[src/rtl/my_micro_sequencer.sv]
// my_micro_sequencer: micro-PC with fetch/dispatch/seq/jump sequencing, illegal/overflow/watchdog trap.
// Optional USEQ_PERF_EN adds retired-instruction and RUN-cycle counters.
module my_micro_sequencer #(
  parameter int                  UADDR_W    = 8,
  parameter logic [UADDR_W-1:0]  FETCH_ADDR = 8'h00,
  parameter logic [UADDR_W-1:0]  TRAP_ADDR  = 8'hFF,
  parameter int                  MAX_USTEPS = 15
) (
  input  logic               i_clk,
  input  logic               i_rst,
  input  logic [1:0]         i_ctl,
  input  logic [UADDR_W-1:0] i_dispatch_addr,
  input  logic               i_dispatch_valid,
  input  logic [UADDR_W-1:0] i_jump_addr,
  input  logic               i_stall,
`ifdef USEQ_PERF_EN
  output logic [31:0]        o_instr_cnt,
  output logic [31:0]        o_cycle_cnt,
`endif
  output logic [UADDR_W-1:0] o_upc,
  output logic               o_fetch,
  output logic               o_instr_done,
  output logic               o_illegal,
  output logic [1:0]         o_trap_cause
);
  typedef enum logic {RUN, TRAP} state_e;
  localparam logic [1:0] CTL_FETCH = 2'b00, CTL_DISP = 2'b01, CTL_SEQ = 2'b10;
  localparam logic [7:0] MAX_C = 8'(MAX_USTEPS);
  state_e             state_q, state_d;
  logic [UADDR_W-1:0] upc_q, upc_d;
  logic [7:0]         cnt_q, cnt_d;
  logic               done_q, done_d;
  logic [1:0]         cause_q, cause_d, trap_c;
  // Trap priority: illegal dispatch, then SEQ overflow, then watchdog
  assign trap_c = (i_ctl == CTL_DISP && !i_dispatch_valid) ? 2'b01 :
                  (i_ctl == CTL_SEQ && &upc_q)              ? 2'b11 :
                  (cnt_q == MAX_C)                          ? 2'b10 : 2'b00;
  always_comb begin
    state_d = state_q;
    upc_d   = upc_q;
    cnt_d   = cnt_q;
    done_d  = 1'b0;
    cause_d = cause_q;
    if (state_q == RUN && !i_stall) begin
      if (i_ctl == CTL_FETCH) begin
        upc_d  = FETCH_ADDR;
        cnt_d  = 8'd0;
        done_d = 1'b1;
      end else if (trap_c != 2'b00) begin
        state_d = TRAP;
        upc_d   = TRAP_ADDR;
        cause_d = trap_c;
      end else begin
        upc_d = (i_ctl == CTL_DISP) ? i_dispatch_addr :
                (i_ctl == CTL_SEQ)  ? upc_q + UADDR_W'(1) : i_jump_addr;
        cnt_d = cnt_q + 8'd1;
      end
    end
  end
  always_ff @(posedge i_clk) begin
    if (i_rst) begin
      state_q <= RUN;
      upc_q   <= FETCH_ADDR;
      cnt_q   <= 8'd0;
      done_q  <= 1'b0;
      cause_q <= 2'b00;
    end else begin
      state_q <= state_d;
      upc_q   <= upc_d;
      cnt_q   <= cnt_d;
      done_q  <= done_d;
      cause_q <= cause_d;
    end
  end
`ifdef USEQ_PERF_EN
  logic [31:0] icnt_q, ccnt_q;
  always_ff @(posedge i_clk) begin
    if (i_rst) begin
      icnt_q <= 32'd0;
      ccnt_q <= 32'd0;
    end else if (state_q == RUN) begin
      ccnt_q <= ccnt_q + 32'd1;
      icnt_q <= icnt_q + {31'd0, done_d};
    end
  end
  assign o_instr_cnt = icnt_q;
  assign o_cycle_cnt = ccnt_q;
`endif
  assign o_upc        = upc_q;
  assign o_fetch      = state_q == RUN && upc_q == FETCH_ADDR;
  assign o_instr_done = done_q;
  assign o_illegal    = state_q == TRAP;
  assign o_trap_cause = cause_q;
endmodule

[config.mk]
export PLATFORM = sky130hd
export DESIGN_NAME = my_micro_sequencer
export DESIGN_NICKNAME = d
export VERILOG_FILES = /design/src/rtl/my_micro_sequencer.sv
export SDC_FILE = /design/constraint.sdc
export NUM_CORES = 1
export LEC_CHECK = 0
export CAP_MARGIN = 25
export CORE_MARGIN = 2
export CORE_UTILIZATION = 51
export DETAILED_ROUTE_END_ITERATION = 16
export MAX_ROUTING_LAYER = met4
export PLACE_DENSITY = 0.8
export SETUP_SLACK_MARGIN = 0.02
export SLEW_MARGIN = 20
export SYNTH_ARGS = -nofsm -noshare
export SYNTH_HDL_FRONTEND = slang
export SYNTH_SLANG_ARGS = --single-unit
[constraint.sdc]
create_clock -name i_clk -period 2.9 [get_ports i_clk]
set_input_delay 0.29 -clock i_clk [delete_from_list [all_inputs] [get_ports i_clk]]
set_output_delay 0.29 -clock i_clk [all_outputs]
set_load 0.05 [all_outputs]
After elaboration in Yosys (flattened, before gate mapping)
Index checks and enable logic that the tools add are counted.
Operators by class
  eq/ne operators: 4
  bitwise gates (word level): 3
  reduce and logical (&&, ||, !) cells: 13
  muxes and demuxes: 10
  $add $sub $neg: 2
Operators by type and width (count)
  8-bit 2-to-1 mux: 6
  8-bit by 1-bit adder with 8-bit output (second input constant): 2
  8-bit by 4-bit equality test with 1-bit output (second input constant): 1
  8-bit logical NOT: 1
  8-bit AND reduction: 1
  2-bit 2-to-1 mux: 3
  1-bit logical AND: 4
  1-bit NOT: 3
  3-bit AND reduction: 1
  2-bit by 1-bit equality test with 1-bit output (second input constant): 1
  2-bit equality test (second input constant): 1
  1-bit logical NOT: 2
  2-bit logical NOT: 1
  2-bit != test (second input constant): 1
  2-bit AND reduction: 1
  2-bit nonzero test: 1
  2-bit OR reduction: 1
  1-bit 2-to-1 mux: 1
Storage, ports and cells
  word-level logic and storage cells: 37
  flip-flop bits (word level): 20
  output and inout port bits: 13
  input bits: 22

Depth between registers and ports, before layout
Gate-level depths: netlist of run 1.
  depth after elaboration: 7
  gate-level depth with buffers: 7
  mapped depth without buffers: 6

Worst setup path before layout of run 1
OpenSTA, ideal clock, no wires.
  kind: reg2reg
  start: reg upc_q[1] (netlist: o_upc[1])
  end: reg upc_q[2] (netlist: o_upc[2])
  data required time: 2.814 ns
  period minus slack after synthesis: 2.106 ns
  arrival time: 2.020 ns
  setup time: 0.086 ns
  buffers on the path: 1
  setup slack: 0.794 ns
  stages on the path, launching flop included: 8
  cell sequence: dfxtp_1 ha_1 and4_1 a41oi_2 buf_2 a21oi_4 a221oi_1 a211oi_1
Between the ends
  cells in the longest elaborated chain, start to end: 7
  elaborated cells on any way between the ends: 10
  classes of those cells: 1 x add/sub; 6 x mux; 3 x reduce/logical
RTL lines
  from (decl): line 30  | logic [UADDR_W-1:0] upc_q, upc_d;
  from (signal assigned): line 69  | upc_q <= upc_d;
  parallel branches: the longest is 5 deep, another holds 8-bit by 1-bit adder with 8-bit output
  8-bit 2-to-1 mux *: line 49  | end else if (trap_c != 2'b00) begin
  8-bit 2-to-1 mux *: line 45  | if (i_ctl == CTL_FETCH) begin
Every way passes the cells marked *.
A chain may end at the register's enable or synchronous reset.

Final worst setup path of run 1
  start: reg upc_q[3] (netlist: o_upc[3])
  end: out o_fetch
Between the ends
  cells in the longest elaborated chain, start to end: 2
RTL lines
  8-bit logical NOT: line 90  | assign o_fetch = state_q == RUN && upc_q == FETCH_ADDR;
  1-bit logical AND: line 90
  to (decl): line 21  | output logic o_fetch,
No other way between the ends.

==> summary.txt, run 1 <==
Power
  • Lkg Pwr: 0.000585 uW
  • Maximum VDD drop: 0.000487 V
  • Pwr/cell area: 391 mW/mm^2

Logic synthesis
  • Most used DFF post-synth: dfxtp_1
  • Syn Inst Count: 166
  • Synth Cell Area: 0.00128 mm^2
  • Top post-synthesis cells by area: dfxtp_1 (31%), o21ai_0 (6.7%), nand3_1 (5.5%)
  • Post-synthesis sequential area ratio: 0.313
  • Ys Warns: 0
  • Mean post-synth cell area: 7.70 um^2
  • Yosys top cell by area: dfxtp_1
  • Async S/R FF share, synth: 0
  • Synthesized Nets: 191
  • EDFF count, synth: 0
  • Yosys top cell area share: 0.313
  • Yosys reg bits: 20
  • Yosys cell types: 41

Detailed routing
  • Total wire length: 3.68 mm
  • Vias after detailed routing: 1401
  • Iter 0 DRT Violations: 50
  • Vias/cell: 6.06
  • First-pass detailed-route iteration total: 4
  • Antenna-violating nets left: 0
  • DRC violations left: 0
  • Wire per inst: 15.9 um

Critical path
  • Critical path fanouts, max: 7
  • R2r setup slk: 0.89 ns
  • Arr. time, crit path: 1.99 ns
  • Setup CP Type: reg2out
  • Worst Setup Start Kind: register
  • Crit end category: output port
  • Critical path required time: 2.61 ns

Finish
  • Layout cells sized above 1: 0.0796
  • Most frequent cells in the layout: clkdlybuf4s50_1 (34), dfxtp_1 (20), nor2_1 (17), o21ai_0 (17), nand3_1 (14)
  • Commonest non-fill, non-tap cell in the layout: clkdlybuf4s50_1
  • Layout area overhead: 32.3%
  • Ant diodes: 0
  • Final #Nets: 227
  • Finished Cell Area: 0.00169 mm^2
  • Fill cells: 212

Job
  • Max-cap violations: 0

Global route
  • First-pass GRT wire length: 5.68 mm
  • Grt total ovfl: 0
  • Vias in the first global route: 1243
  • Largest net degree at the start of global routing: 22
  • GR Util All Layers: 0.272
  • Initial antenna violation count: 0

Clock network
  • CTS tree: built
  • Gates resized, CTS repair: 0
  • # hold bufs at CTS: 0
  • Cts bufs inserted: 3
  • H-tree levels: 1
  • Clock-pin slew on the worst setup and hold paths: 0.12 ns
  • CTS Sinks: 20
  • Setup bufs post-CTS: 0
  • Clock Path Buffers: 2
  • Clock latency on the worst-skew pair: 0.30 ns
  • Clock root cell: clkbuf_4

Floorplan
  • Rows: 18
  • Total die area: 0.00292 mm^2
  • IO Count: 35
  • Core area: 0.00243 mm^2
  • Die Width: 54.1 um
  • Height of the die: 54.1 um
  • Initial Util: 0.525

Timing
  • Final Hold Viols: 0
  • Crit share post-route: 0.788
  • Worst Tran Pin Value: 0.646 ns
  • Max_slew headroom: 0.568
  • TNS Setup: 0 ns
  • Skew final: 0.00969 ns
  • Unrepaired setup endpoints after global routing: no
  • Fin Hold WS: 0.500 ns
  • F_max: 438 MHz
  • Setup violations, final: 0
  • Period minus WS final: 2.28 ns
  • Pins Over Slew Limit: 0

Placement
  • Number of buffers added on ports: 34
  • Placement Cell Area: 0.00165 mm^2
  • Routability cong.: 0.903
  • Post-DP HPWL: 2.69 mm

Status
  • Status: finished clean

Min path
  • Worst hold-check path type: reg2reg
## cells in the mapped netlist (2+ instances only)
cell and n:
a211oi_1 4, a21oi_1 12, a221oi_1 6, a31oi_1 7
and2_1 3, and4_1 3, and4b_1 2, clkbuf_1 6
dfxtp_1 20, ha_1 3, inv_1 3, mux2i_1 2
nand2_1 10, nand2b_1 3, nand3_1 14, nand4_1 3
nor2_1 17, nor2b_1 2, nor3_1 5, o21ai_0 17
o22ai_1 2, or2_2 2, xor2_1 2
## metrics by stage
step                std cells  worst slack, ns   util  power, uW
floorplan                 166            0.794      -        423
global route              231            0.507  0.695        689
detailed placement        227            0.608  0.680        501
CTS                       231            0.603  0.695        665
global placement          227            0.626  0.680        499
finish                    231            0.615  0.695        662
## logic make-up (layout without fill, tap and decap cells)
family,Yosys count,after routing,synth area share
flops,20,20,0.313
compound gates,54,54,0.276
fa+ha+maj,3,3,0.0294
simple gates,72,72,0.297
buf+inv,11,46,0.0392
xor+xnor,3,3,0.0206
mux,3,3,0.0245
## final cells by class
class	instances	area, um^2	area share
Clock buffer	4	36.3	0.0215
Inverter	3	11.3	0.00666
Multi-Input combinational cell	135	827	0.489
Sequential cell	20	400	0.237
Tap cell	30	37.5	0.0222
Timing Repair Buffer	39	378	0.224
## worst max-delay path: stages, from the launching register on
cell and delay [ns]:
dfxtp_1 0.40, nor4_1 0.28, and4b_1 0.21, clkdlybuf4s50_1 0.80
## where the power goes
group	internal (uW)	switching, uW	total [uW]
registers	286	16.8	303
logic	83.5	111	194
clock network	76.6	88.2	165
total	446	216	662
## state kept, by name (all words and copies together), names as in the netlist
signal,count
o_instr_done,1
o_upc,8
o_trap_cause,2
o_illegal,1
cnt_q,8
## path summary, 6_finish.rpt
kind,from,cells past startpoint,end
max,o_upc[3],3,o_fetch
min,o_trap_cause[0],2,o_trap_cause[0]
max reg2reg,o_upc[1],7,o_upc[4]
min reg2reg,o_trap_cause[0],2,o_trap_cause[0]
## layer usage
layer / wire, um / up-vias / global-route usage
met5: 0 / - / -
met4: 0 / 0 / 0.0250
met3: 186 / 0 / 0.0528
met2: 1770 / 45 / 0.455
met1: 1720 / 655 / 0.353
li1: - / 701 / -
Power figures use the tool's default switching activity.
==> run 2: changes to the inputs <==
- CORE_ASPECT_RATIO: unset -> 0.5
- CORE_UTILIZATION: 51 -> 47
- PLACE_DENSITY: 0.8 -> 0.74
- clock period: 2.9 -> 2.4 ns (I/O delays scaled with it)
==> run 2 against run 1 <==
  * Sequential share of layout area fell by 1.1 points
  * Clock power rose by 110%
  * Total power rose by 45%
  * Critical path type unchanged
  * Critical endpoint unchanged
==> summary.txt, run 2 (synthesized netlist as in run 1, its figures left out) <==
Timing
  • Worst Tran Pin Value: 0.505 ns (-0.141 ns)
  • Unrepaired setup endpoints after global routing: no
  • Worst setup margin: 0.197 ns (-0.418 ns)
  • F_max: 454 MHz
  • Max_slew headroom: 0.662 (+0.0944)
  • Final Hold Viols: 0 (unchanged)
  • Crit share post-route: 0.918
  • TNS Setup: 0 ns (unchanged)
  • Setup violations, final: 0 (unchanged)
  • Period minus WS final: 2.20 ns
  • Pins Over Slew Limit: 0 (unchanged)
  • Skew final: 0.00312 ns (-0.00657 ns)

Critical path
  • Critical path fanouts, max: 7 (unchanged)
  • R2R Path Start: cnt_q[0]
  • Reg2reg end: cnt_q[3]
  • Peak per-stage delay on the critical path: 0.80 ns (about the same)
  • Setup CP Type: reg2out
  • Crit end category: output port
  • R2r setup slk: 0.40 ns (-0.49 ns)
  • Critical path buffer and inverter count: 1 (unchanged)
  • Worst Setup Start Kind: register
  • CP top delay family: buffers and inverters
  • Arr. time, crit path: 1.96 ns (-0.03 ns)
  • Critical path required time: 2.16 ns (-0.45 ns)
  • Slowest-stage cell, CP: clkdlybuf4s50_1
  • Reg2reg path depth: 6 (-1)
  • CP cell instances: nor4_1 -> and4b_1 -> clkdlybuf4s50_1

Status
  • Status: finished clean

Detailed routing
  • Iter 0 DRT Violations: 94 (+88%)
  • Total wire length: 3.70 mm (+0.68%)
  • Vias after detailed routing: 1458 (+4.1%)
  • Wire per inst: 15.2 um (-4.3%)
  • Antenna-violating nets left: 0 (unchanged)
  • Vias/cell: 6.00 (-1.1%)
  • DRC violations left: 0 (unchanged)
  • First-pass detailed-route iteration total: 4 (unchanged)

Floorplan
  • Initial Util: 0.494 (-0.0313)
  • Core area: 0.00259 mm^2 (+6.3%)
  • Rows: 13 (-5)
  • Die Width: 77.7 um (+44%)
  • IO Count: 35 (unchanged)
  • Height of the die: 40.9 um (-24%)
  • Total die area: 0.00318 mm^2 (+8.7%)

Min path
  • Min-Delay Startpoint: o_trap_cause[0]
  • Hold Crit Depth: 2 (unchanged)
  • Worst hold-check path type: reg2reg
  • WHS Endpoint: o_trap_cause[0]

Finish
  • Commonest non-fill, non-tap cell in the layout: clkdlybuf4s50_1
  • Layout cells sized above 1: 0.102 (+0.0223)
  • Layout area overhead: 38.7%
  • Finished Cell Area: 0.00177 mm^2 (+4.8%)
  • Fin util: 0.685 (-0.00991)
  • Ant diodes: 0 (unchanged)
  • Final #Nets: 232 (+2.2%)
  • Most frequent cells in the layout: clkdlybuf4s50_1 (34), dfxtp_1 (20), nor2_1 (17), o21ai_0 (17), nand3_1 (14)

Global route
  • Grt total ovfl: 0 (unchanged)
  • GR Util All Layers: 0.254 (-0.0183)
  • Largest net degree at the start of global routing: 21 (-4.5%)
  • First-pass GRT wire length: 5.87 mm (+3.3%)
  • Vias in the first global route: 1252 (+0.72%)
  • Initial antenna violation count: 0 (unchanged)

Placement
  • Routability cong.: 0.880 (-2.6%)
  • Placement Cell Area: 0.00170 mm^2 (+2.8%)
  • Post-DP HPWL: 2.66 mm (-1.1%)
  • Pre-CTS setup slack: 0.336 ns (-0.272 ns)
  • Number of buffers added on ports: 34 (unchanged)

Clock network
  • Clock-pin slew on the worst setup and hold paths: 0.08 ns (-0.04 ns)
  • H-tree levels: 1 (unchanged)
  • Clock root cell: clkbuf_8
  • Cts bufs inserted: 3 (unchanged)
  • CTS tree: built
  • Gates resized, CTS repair: 0 (unchanged)
  • CTS Sinks: 20 (unchanged)
  • Setup bufs post-CTS: 0 (unchanged)
  • Clock Path Buffers: 2 (unchanged)
  • # hold bufs at CTS: 0 (unchanged)
  • Clock latency on the worst-skew pair: 0.27 ns (-0.03 ns)

Power
  • Pwr/cell area: 540 mW/mm^2 (+38%)
  • Lkg Pwr: 0.000624 uW (+6.6%)
  • Maximum VDD drop: 0.000358 V (-26%)

Job
  • Max-cap violations: 0 (unchanged)
==> run 2: cell count changes in the layout (fill, tap and decap cells not counted) <==
cell       change
buf_4          +5
clkbuf_4       -3
clkbuf_8       +2
bufinv_16      +1
==> run 2: where the power goes <==
part	internal [uW]	switching [uW]	leakage [uW]	total [uW]
Clock	223	125	0.0000357	348
Combinational	107	136	0.000426	243
Sequential	345	20.4	0.000163	366
==> run 2: area by class of cell <==
cell class	count	area (um^2)
multi-input combinational	135	827
clock inverter	1	30.0
clock buffer	3	41.3
inverter	3	11.3
fill	210	815
timing repair buffer	44	415
sequential	20	400
tap	37	46.3
==> run 2: per-stage QoR <==
stage | power [uW] | instances | hold WS [ns]
final | 957 | 243 | 0.501
after global routing | 997 | 243 | 0.526
after CTS | 956 | 243 | 0.495
after detailed placement | 613 | 239 | 0.483
after global placement | 611 | 239 | 0.460
after floorplan | 512 | 166 | 0.418
==> run 2: worst min-delay path, cell delays in order (launching register included) <==
cell     delay [ns]
dfxtp_1        0.32
o21ai_0        0.08
a21oi_1        0.06
==> run 2: worst max-delay path by stage <==
stage                   from       end  slack, ns  depth (start not counted)
floorplan           o_upc[1]  o_upc[2]       0.29                          7
global placement    i_ctl[1]  o_upc[4]       0.38                          8
detailed placement  i_ctl[1]  cnt_q[3]       0.34                          7
CTS                 o_upc[3]   o_fetch       0.21                          3
global route        o_upc[3]   o_fetch       0.11                          3
finish              o_upc[3]   o_fetch       0.20                          3
==> run 2: layer usage <==
metal / wire, um / track usage / up-vias
li1: - / - / 720
met1: 1790 / 0.316 / 672
met2: 1620 / 0.438 / 61
met3: 268 / 0.0507 / 5
met4: 29 / 0.0759 / 0
met5: 0 / - / -
==> run 3: changes to the inputs <==
- CORE_UTILIZATION: 47 -> 43
- HOLD_SLACK_MARGIN: unset -> 0.05
- PLACE_DENSITY: 0.74 -> 0.71
- clock period: 2.4 -> 1.8 ns (I/O delays scaled with it)
==> run 3 against run 2 <==
  * The flow now finishes with violations (negative setup slack)
  * Clock-buffer cell count up 1
  * Final cell count rose by 7.4%
  * Combinational power rose by 52%
  * Register-to-register slack worse by 0.40 ns
  * Worst hold slack got worse by 0.019 ns
  * Critical path depth rose by 3
  * Total power increased by 32%
  * Global-route usage rose by 0.75 points
  * Clock power rose by 16%
  * Sequential share of layout area down 1.7 points
  * Worst setup slack lost 0.20 ns
  * Wire length grew 13%
  * Largest cell class unchanged
==> summary.txt, run 3 (synthesized netlist as in run 1, its figures left out) <==
Timing
  • Worst Tran Pin Value: 0.501 ns (-0.00430 ns)
  • Period minus WS final: 1.80 ns
  • Fin Hold WS: 0.482 ns (-0.0190 ns)
  • Pins Over Slew Limit: 0 (unchanged)
  • Crit share post-route: 1.00
  • Skew final: 0.00222 ns (-0.000899 ns)
  • TNS Setup: -0.00289 ns (-0.00289 ns)
  • Final Hold Viols: 0 (unchanged)
  • Unrepaired setup endpoints after global routing: yes
  • Max_slew headroom: 0.665 (+0.00287)
  • F_max: 555 MHz
  • Worst setup margin: -0.00289 ns (-0.200 ns)
  • Setup violations, final: 1 (+1)

Clock network
  • CTS tree: built
  • Clock latency on the worst-skew pair: 0.26 ns (about the same)
  • CTS Sinks: 20 (unchanged)
  • Cts bufs inserted: 3 (unchanged)
  • Clock root cell: clkbuf_8
  • Clock-pin slew on the worst setup and hold paths: 0.08 ns (about the same)
  • Clock Path Buffers: 2 (unchanged)
  • H-tree levels: 1 (unchanged)

Critical path
  • R2R Path Start: o_upc[1]
  • Arr. time, crit path: 1.99 ns (+0.03 ns)
  • Crit end category: register
  • Critical path fanouts, max: 5 (-2)
  • Reg2reg end: cnt_q[3]
  • R2r setup slk: -0.003 ns (-0.40 ns)
  • Critical path required time: 1.99 ns (-0.17 ns)
  • Reg2reg path depth: 6 (unchanged)
  • Worst Setup Start Kind: register
  • Setup CP Type: reg2reg

Detailed routing
  • Antenna-violating nets left: 0 (unchanged)
  • First-pass detailed-route iteration total: 6 (+2)
  • Iter 0 DRT Violations: 97 (+3.2%)
  • Total wire length: 4.20 mm (+13%)
  • Vias after detailed routing: 1492 (+2.3%)
  • DRC violations left: 0 (unchanged)
  • Vias/cell: 5.72 (-4.7%)
  • Wire per inst: 16.1 um (+5.5%)

Status
  • Failing checks: negative setup slack
  • Status: finished with violations

Finish
  • FF+latch area: 417 um^2 (+4.1%)
  • Most frequent cells in the layout: clkdlybuf4s50_1 (32), buf_4 (27), nor2_1 (17), o21ai_0 (16), nand3_1 (14)
  • Layout cells sized above 1: 0.268 (+0.166)
  • Layout area overhead: 56.4%
  • Commonest non-fill, non-tap cell in the layout: clkdlybuf4s50_1
  • Multi-input gate area: 892 um^2 (+7.9%)
  • Fill cells: 207 (-1.4%)
  • Final #Nets: 250 (+7.8%)
  • Ant diodes: 0 (unchanged)

Power
  • Maximum VDD drop: 0.000479 V (+34%)
  • Pwr/cell area: 631 mW/mm^2 (+17%)
  • Lkg Pwr: 0.000732 uW (+17%)
  • Tot Pwr: 1260 uW (+32%)

Global route
  • First-pass GRT wire length: 6.73 mm (+15%)
  • Largest net degree at the start of global routing: 21 (unchanged)
  • Vias in the first global route: 1415 (+13%)
  • GR Util All Layers: 0.262 (+0.00751)
  • Grt total ovfl: 0 (unchanged)
  • Initial antenna violation count: 0 (unchanged)

Min path
  • Hold Crit Depth: 2 (unchanged)
  • Min-Delay Startpoint: o_trap_cause[0]
  • Worst hold-check path type: reg2reg
  • WHS Endpoint: o_trap_cause[0]

Job
  • Max-cap violations: 0 (unchanged)

Floorplan
  • Rows: 13 (unchanged)
  • Die Width: 81.1 um (+4.3%)
  • Core area: 0.00270 mm^2 (+4.4%)
  • Height of the die: 42.5 um (+4.1%)
  • Initial Util: 0.473 (-0.0208)
  • IO Count: 35 (unchanged)
  • Total die area: 0.00345 mm^2 (+8.6%)

Placement
  • Number of buffers added on ports: 34 (unchanged)
  • Routability cong.: 0.862 (-2.0%)
  • Post-DP HPWL: 3.02 mm (+14%)
-- run 3: critical path, cell delays in order (launching register included) --
cell and delay (ns):
dfxtp_4 0.37, ha_4 0.17, and4_4 0.20, a41oi_4 0.22, nand2_2 0.09, or4_4 0.53, a31oi_4 0.15
-- run 3: metrics by stage --
step	worst slack, ns	util	instance area (um^2)	instances
final	-0.00289	0.740	2000	261
after global routing	-0.0444	0.740	2000	261
after CTS	0.0341	0.720	1940	260
after detailed placement	-0.159	0.691	1870	256
after global placement	-0.0922	0.691	1870	256
after floorplan	0.0246	-	1310	166
-- run 3: layer usage --
layer  up-vias  share of wire  global-route usage
met3         2          0.051              0.0582
met2        31           0.45               0.412
li1        746              -                   -
met5         -              0                   -
met4         0         0.0029              0.0305
met1       713           0.49               0.354
-- run 3: layout make-up --
cell class / instances / area share
Clock buffer: 4 / 0.0332
Inverter: 3 / 0.00564
Multi-Input combinational cell: 135 / 0.446
Sequential cell: 20 / 0.209
Tap cell: 37 / 0.0232
Timing Repair Buffer: 62 / 0.283
-- run 3: worst max-delay path by stage --
| stage | from | endpoint | slack [ns] | depth (start not counted) |
|---|---|---|---|---|
| after floorplan | o_upc[0] | cnt_q[3] | 0.02 | 6 |
| after global placement | i_ctl[1] | cnt_q[3] | -0.09 | 6 |
| after detailed placement | i_ctl[0] | o_upc[4] | -0.16 | 7 |
| after CTS | o_upc[1] | cnt_q[3] | 0.03 | 6 |
| after global routing | o_upc[1] | cnt_q[3] | -0.04 | 6 |
| final | o_upc[1] | cnt_q[3] | -0.003 | 6 |
-- run 3: report_power, final --
part,total [uW],switching [uW],internal [uW]
combinational,370,201,169
sequential,488,25.6,463
clock,402,161,241
-- run 3: timing repair --
item | 4_1_cts | 5_1_grt
pin swaps | 2 | 2
hold buffers | 0 | 0
setup endpoints to repair | 2 | 13
hold endpoints to repair | 0 | 0
gates resized for setup | 1 | 13
setup buffers | 0 | 1
